## src/rtl/sn_pkg.sv

```systemverilog
// Shared constants and types for the stochastic-number stream encoder/decoder.
package sn_pkg;

  localparam int unsigned LfsrW     = 31;
  localparam int unsigned LfsrTapA  = 27;
  localparam int unsigned LfsrTapB  = 30;
  localparam logic [LfsrW-1:0] LfsrSeed = 31'd1;

  localparam int unsigned DefProbW   = 8;
  localparam int unsigned DefLenLog2 = 7;

  typedef enum logic {
    StIdle,
    StRun
  } sn_state_e;

  // One Fibonacci step: shift left, feedback enters at bit 0.
  function automatic logic [LfsrW-1:0] lfsr_next(input logic [LfsrW-1:0] s);
    return {s[LfsrW-2:0], s[LfsrTapA] ^ s[LfsrTapB]};
  endfunction

endpackage

```

## src/rtl/sn_lfsr31.sv

```systemverilog
// 31-bit Fibonacci LFSR with advance enable; shared by encoder and decoder sides.
module sn_lfsr31
  import sn_pkg::*;
(
  input  logic             clk,
  input  logic             rst_n,   // active-high asynchronous reset
  input  logic             adv_i,
  output logic [LfsrW-1:0] state_o
);

  logic [LfsrW-1:0] lfsr_q;

  // Step the register only when a beat is consumed.
  always_ff @(posedge clk or posedge rst_n) begin
    if (rst_n) begin
      lfsr_q <= LfsrSeed;
    end else if (adv_i) begin
      lfsr_q <= lfsr_next(lfsr_q);
    end
  end

  assign state_o = lfsr_q;

endmodule

```

## src/rtl/sn_stream_encoder.sv

```systemverilog
// Binary probability to stochastic bit-stream encoder, one frame per accepted word.
// Optional feature: define SN_ONES_COUNT_EN to add a per-frame ones tally (ones_cnt/cnt_valid).
module sn_stream_encoder
  import sn_pkg::*;
#(
  parameter int unsigned PROB_W   = DefProbW,
  parameter int unsigned LEN_LOG2 = DefLenLog2
) (
  input  logic              clk,
  input  logic              rst_n,      // active-high asynchronous reset
  input  logic              in_valid,
  output logic              in_ready,
  input  logic [PROB_W-1:0] in_prob,
  input  logic              sn_ready,
  output logic              sn_valid,
  output logic              sn_bit,
  output logic              sn_first,
`ifdef SN_ONES_COUNT_EN
  output logic              sn_last,
  output logic [LEN_LOG2:0] ones_cnt,
  output logic              cnt_valid
`else
  output logic              sn_last
`endif
);

  localparam logic [LEN_LOG2-1:0] LastBeat = '1;

  sn_state_e           state_q;
  logic [PROB_W-1:0]   prob_q;
  logic [LEN_LOG2-1:0] cnt_q;
  logic [LfsrW-1:0]    lfsr;
  logic                run;
  logic                fire;
  logic                accept;

  sn_lfsr31 u_lfsr (
    .clk     (clk),
    .rst_n   (rst_n),
    .adv_i   (fire),
    .state_o (lfsr)
  );

  // Only the low compare slice of the LFSR feeds the comparator.
  logic unused_lfsr_hi;
  assign unused_lfsr_hi = ^lfsr[LfsrW-1:PROB_W];

  // Stream outputs are decoded from registered state, so they hold while stalled.
  always_comb begin
    run      = (state_q == StRun);
    sn_valid = run;
    sn_bit   = run && (lfsr[PROB_W-1:0] < prob_q);
    sn_first = run && (cnt_q == '0);
    sn_last  = run && (cnt_q == LastBeat);
    // Accept the next word on the completing last beat for gap-free frames.
    in_ready = !run || (sn_last && sn_ready);
    fire     = sn_valid && sn_ready;
    accept   = in_valid && in_ready;
  end

  // Frame FSM: capture probability, count beats, chain or return to idle.
  always_ff @(posedge clk or posedge rst_n) begin
    if (rst_n) begin
      state_q <= StIdle;
      prob_q  <= '0;
      cnt_q   <= '0;
    end else begin
      case (state_q)
        StIdle: begin
          if (accept) begin
            prob_q  <= in_prob;
            cnt_q   <= '0;
            state_q <= StRun;
          end
        end
        StRun: begin
          if (fire) begin
            if (cnt_q == LastBeat) begin
              cnt_q <= '0;
              if (accept) begin
                prob_q <= in_prob;
              end else begin
                state_q <= StIdle;
              end
            end else begin
              cnt_q <= cnt_q + 1'b1;
            end
          end
        end
        default: state_q <= StIdle;
      endcase
    end
  end

`ifdef SN_ONES_COUNT_EN
  logic [LEN_LOG2:0] tally_q;
  logic [LEN_LOG2:0] ones_cnt_q;
  logic              cnt_valid_q;
  logic [LEN_LOG2:0] bit_ext;

  assign bit_ext = {{LEN_LOG2{1'b0}}, sn_bit};

  // Tally ones of completed beats; publish the total on the last beat.
  always_ff @(posedge clk or posedge rst_n) begin
    if (rst_n) begin
      tally_q     <= '0;
      ones_cnt_q  <= '0;
      cnt_valid_q <= 1'b0;
    end else begin
      cnt_valid_q <= 1'b0;
      if (fire) begin
        if (sn_last) begin
          ones_cnt_q  <= tally_q + bit_ext;
          cnt_valid_q <= 1'b1;
          tally_q     <= '0;
        end else begin
          tally_q <= tally_q + bit_ext;
        end
      end
    end
  end

  assign ones_cnt  = ones_cnt_q;
  assign cnt_valid = cnt_valid_q;
`endif

endmodule

```

## config.mk

```make
export PLATFORM = sky130hd
export DESIGN_NAME = sn_stream_encoder
export DESIGN_NICKNAME = d
export VERILOG_FILES = /design/src/rtl/sn_pkg.sv /design/src/rtl/sn_lfsr31.sv /design/src/rtl/sn_stream_encoder.sv
export SDC_FILE = /design/constraint.sdc
export NUM_CORES = 1
export LEC_CHECK = 0
export BUFFER_PORTS_ARGS = -buffer_cell sky130_fd_sc_hd__buf_4
export CELL_PAD_IN_SITES_DETAIL_PLACEMENT = 1
export CELL_PAD_IN_SITES_GLOBAL_PLACEMENT = 1
export CORE_MARGIN = 2
export CORE_UTILIZATION = 41
export CTS_CLUSTER_SIZE = 14
export DETAILED_ROUTE_END_ITERATION = 8
export PLACE_DENSITY = 0.84
export SLEW_MARGIN = 20
export SYNTH_ARGS = -nofsm -noshare
export SYNTH_HDL_FRONTEND = slang
export SYNTH_SLANG_ARGS = --single-unit
```

## constraint.sdc

```tcl
create_clock -name clk -period 1.6 [get_ports clk]
set_clock_uncertainty 0.1 [all_clocks]
set_input_delay 0.08 -clock clk [delete_from_list [all_inputs] [get_ports clk]]
set_output_delay 0.08 -clock clk [all_outputs]
set_load 0.1 [all_outputs]
```

== Word level (Yosys, flattened, before mapping) ==
Cells that the tools add are included.

* Register bits after elaboration: 47
* Word-level logic and storage cells: 35

* $add $sub $neg: 1
* $lt $le $gt $ge: 1
* Equal/unequal tests: 4
* Multiplexer cells: 12
* Bitwise logic cells: 2
* Reduce and logical (&&, ||, !) cells: 11

{| class="wikitable"
|+ Operators by type and width
! cell !! count
|-
| 2-to-1 mux 8 bit || 3
|-
| 2-to-1 mux 7 bit || 3
|-
| case mux 8 bit (2 select lines) || 1
|-
| case mux 7 bit (2 select lines) || 1
|-
| < comparator 8 bit || 1
|-
| adder 7 x 1 -> 7 bit, second input constant || 1
|-
| == test 7 bit, second input constant || 1
|-
| logical NOT 7 bit || 1
|-
| logical AND 1 bit || 6
|-
| != test 2 x 1 -> 1 bit, second input constant || 2
|-
| AND reduction 2 bit || 2
|-
| 2-to-1 mux 1 bit || 3
|-
| != test 2 bit, second input constant || 1
|-
| case mux 1 bit (2 select lines) || 1
|-
| logical NOT 1 bit || 1
|-
| logical OR 1 bit || 1
|-
| NOT 1 bit || 1
|-
| XOR 1 bit || 1
|}

== Depth between registers and ports, before layout ==
* Word-level depth: 9
* Gate-level depth with buffers: 5
* Depth with buffers taken out: 5

== Hierarchy ==
Synthesis repeated with hierarchy kept, for this count alone.

* Cell total of the unflattened synthesis: 166
* Area total of the unflattened synthesis: 2260.9 um2

{| class="wikitable"
|+ By module, submodules not included
! module !! times used !! cells an instance !! area an instance (um2)
|-
| sn_lfsr31 || 1 || 69 || 1312.5
|-
| sn_stream_encoder || 1 || 97 || 948.4
|}

== Least setup slack after synthesis ==
Ideal clock, no wire load.

* Path type: register -> output
* Start point: reg state_q (netlist: sn_valid)
* End point: out sn_bit
* Data arrival time: 4.171 ns
* Path slack: -2.751 ns
* Cell stages (with the launch flop): 2
* Buffers on the path: 0
* Cells stage by stage: dfrtp_1 -> nor4b_1

* Cells in the longest elaborated chain, start to end: 1

{| class="wikitable"
|+ RTL lines
! element !! RTL line !! RTL
|-
| start, declared || sn_stream_encoder.sv:29 || <nowiki>sn_state_e state_q;</nowiki>
|-
| start signal, assigned || sn_stream_encoder.sv:64 || <nowiki>state_q <= StIdle;</nowiki>
|-
| start signal, assigned || sn_stream_encoder.sv:73 || <nowiki>state_q <= StRun;</nowiki>
|-
| start signal, assigned || sn_stream_encoder.sv:83 || <nowiki>state_q <= StIdle;</nowiki>
|-
| logical AND 1 bit || sn_stream_encoder.sv:52 || <nowiki>sn_bit = run && (lfsr[PROB_W-1:0] < prob_q);</nowiki>
|-
| end, declared || sn_stream_encoder.sv:16 || <nowiki>output logic sn_bit,</nowiki>
|}

No other way between the ends.

== Worst setup path in the final report ==
* Start point: reg prob_q[6]
* End point: out sn_bit

* Cells in the longest elaborated chain, start to end: 2

{| class="wikitable"
|+ RTL lines
! element !! RTL line !! RTL
|-
| start, declared || sn_stream_encoder.sv:30 || <nowiki>logic [PROB_W-1:0] prob_q;</nowiki>
|-
| start signal, assigned || sn_stream_encoder.sv:71 || <nowiki>prob_q <= in_prob;</nowiki>
|-
| start signal, assigned || sn_stream_encoder.sv:81 || <nowiki>prob_q <= in_prob;</nowiki>
|-
| < comparator 8 bit || sn_stream_encoder.sv:52 ||
|-
| logical AND 1 bit || sn_stream_encoder.sv:52 ||
|}

No other way between the ends.

==> impl_metrics.csv <==
group,metric,value,unit
global_routing,met3_usage,4.62,%
floorplan,std_cell_rows,26,
timing,rsz0062_at_grt,"true",
global_routing,grt_usage,22.3,%
yosys,netlist_area,0.00215,mm2
yosys,syn_area_per_cell,9.58,um2
yosys,synth_seq_area_share,54.9,%
setup_path,cp_max_fo,3,
power,netSwitchingPower,0.899,mW
timing,finalSetupViolCount,12,
timing,max_freq,498,MHz
clock_tree,cts_sinks,47,
power,power,3.17,mW
timing,slew_violations,0,
setup_path,r2r-start,"cnt_q[0]",
route,drt-total-wl,5.91,mm
floorplan,start_util,42.3,%
place,placed_area,0.00254,mm2
route,drt_pass1_iterations,4,
route,drc,0,
clock_tree,clockBufferDepth,2,
route,via_per_inst,5.03,
floorplan,design.die.area,0.00583,mm2
clock_tree,cts_tree,"yes",
setup_path,worstSetupPathType,"reg -> out",
power,clkPwrFrac,33.1,%
timing,maxSlewHeadroom,79.2,%
yosys,synth-seq-cells,47,
setup_path,cpPeakStageDelay,430,ps
power,ir_drop,0.000461,V
clock_tree,cts_made_buffers,5,
clock_tree,cts_root_buf,"clkbuf_8",
global_routing,busiest_layer,"met2",
clock_tree,clk_pin_slew_worst_paths,90,ps
cells_and_area,final_cell_mix,"nand2_1, dfrtp_1, buf_4, inv_1, dlygate4sd3_1",
global_routing,grt_util_met2,40.7,%
power,p_per_area,1070,mW/mm2
route,drt_iter0_drc,77,
cells_and_area,fin_nets,299,
yosys,ys_types,32,
floorplan,ios,17,
yosys,synth_edf_count,0,
setup_path,r2r_cells,5,
power,sequentialPowerShare,42.7,%
place,dpl.hpwl,3.45,mm
timing,worstMarginPinSlew,311,ps
cells_and_area,syn_to_final_growth,38.2,%
timing,fin_ws,-408,ps
cells_and_area,finalInstanceArea,0.00297,mm2
timing,hold_viol,0,
setup_path,required,1420,ps
cells_and_area,final.fill_count,571,
route,wl_per_cell,16.9,um
power,swShare,28.4,%
place,gp_congestion,0.753,
yosys,async_reset_ff_share,100,%
power,power.leakage,1.57,nW
setup_path,cp_slowest_cell,"dfrtp_1",
yosys,synthFlopType,"dfrtp_1",
run_status,status,"finished, violations left",
power,p_comb_share,24.3,%
place,io_buffers,16,
global_routing,grt_max_degree,37,
cells_and_area,diodes,0,
cells_and_area,final_common_cell,"nand2_1",
timing,fin_crit_sh,126,%
global_routing,grt_pass1_wl,9.90,mm
clock_tree,clk-insertion-delay-late,310,ps
route,drtAntennaViolNets,0,
route,vias,1754,
global_routing,overflow,0,
global_routing,antenna_found_initial,0,
timing,period_minus_slack,2010,ps
clock_tree,htreeDepth,2,
setup_path,cp-start-kind,"flop",
setup_path,worstPathCellList,"inv_2 > ha_4 > a21oi_2 > o21ai_2 > nor4b_4 > buf_6",
power,p_int,2.27,mW
floorplan,die_w,76.3,um
yosys,syn_inst,224,
cells_and_area,drive_gt1_share,30.8,%
job,maxCapViolCount,0,
setup_path,endpoint_kind,"output port",
setup_path,crit_start,"prob_q[6]",
global_routing,grt_pass1_vias,1939,
setup_path,r2r_slack,-100,ps
yosys,syn_nets,245,
min_path,hold_class,"in -> async",
floorplan,die_h,76.3,um
run_status,violations,"setup timing",
global_routing,grt_util_met1,25.7,%
floorplan,core,0.00507,mm2
setup_path,worstPathArrival,1830,ps
setup_path,r2r_end,"prob_q[0]",
yosys,synth_warnings,0,
[power groups by stage]
stage	Combinational, mW	Sequential [mW]	Clock, mW
6_report	0.769	1.35	1.05
5_1_grt	0.820	1.36	1.11
4_1_cts	0.705	1.34	1.07
3_5_place_dp	0.524	1.38	0
3_3_place_gp	0.498	1.37	0
2_1_floorplan	0.327	1.36	0
[worst max path at each step]
stage / endpoint / slack (ps)
floorplan: sn_bit / -520
global placement: sn_bit / -10
detailed placement: sn_bit / -60
CTS: sn_bit / -340
global route: sn_bit / -450
finish: sn_bit / -410
[Yosys cell counts (all sizes together), types with 2 or more instances]
cell | n | area share, %
nand2 | 98 | 17
dfrtp | 46 | 54
inv | 13 | 2.3
ha | 9 | 5.2
o21ai | 9 | 2.6
mux2 | 8 | 5.6
nand3 | 5 | 1.4
and3 | 4 | 1.2
buf | 4 | 0.93
clkbuf | 4 | 0.70
nand4 | 3 | 0.87
a21o | 2 | 0.70
and2 | 2 | 0.58
nor4b | 2 | 0.82
[state kept, by name, indices dropped and copies added, names as in the netlist]
name,flops
cnt_q,7
prob_q,8
sn_valid,1
u_lfsr.state_o,31
[logic make-up (layout without fill, tap and decap cells)]
logic type      count (synthesis)  after routing  synth area share, %
simple gates                  119            119                 23.7
flops                          47             47                 54.9
buf+inv                        21             76                 3.91
compound gates                 18             18                 5.83
fa+ha+maj                       9              9                 5.25
mux                             8              8                 5.60
xor+xnor                        2              2                0.816
[per-stage QoR]
step / utilization (%) / cells / hold WS, ps / setup TNS [ps] / setup WS [ps]
floorplan: - / 224 / 82.9 / -4600 / -522
global placement: 50.1 / 320 / -56.8 / -13.1 / -13.1
detailed placement: 50.1 / 320 / -52.1 / -391 / -60.1
CTS: 57.8 / 348 / 154 / -944 / -336
global route: 58.4 / 349 / 185 / -1840 / -455
finish: 58.4 / 349 / 163 / -1290 / -408
[per-layer routing]
layer	vias up	wire length (um)	share of wire (%)
li1	824	-	-
met1	889	2430	41
met2	34	3210	54
met3	7	176	3.0
met4	0	97	1.6
met5	-	0	0
[what timing repair did]
action,in CTS,in global routing
gates resized for setup,19,6
hold endpoints to repair,56,0
setup buffers,10,1
hold buffers,10,0
endpoints found under the setup margin,12,12
pin swaps,8,6
[worst max-delay path, delay by kind of cell (launching register included)]
family | cells | cell delay [ps]
flops | 1 | 430
fa+ha+maj | 1 | 220
compound gates | 2 | 220
simple gates | 1 | 270
buf+inv | 2 | 370
[layout make-up]
type | count | area [um2] | area share, %
clock buffers | 5 | 68.8 | 2.32
clock inverters | 3 | 67.6 | 2.28
inverters | 13 | 48.8 | 1.65
multi-input cells | 156 | 1000 | 33.8
flip-flops and latches | 47 | 1180 | 40.0
well taps | 70 | 87.6 | 2.95
repair buffers | 55 | 504 | 17.0
(Power assumes the default switching activity.)
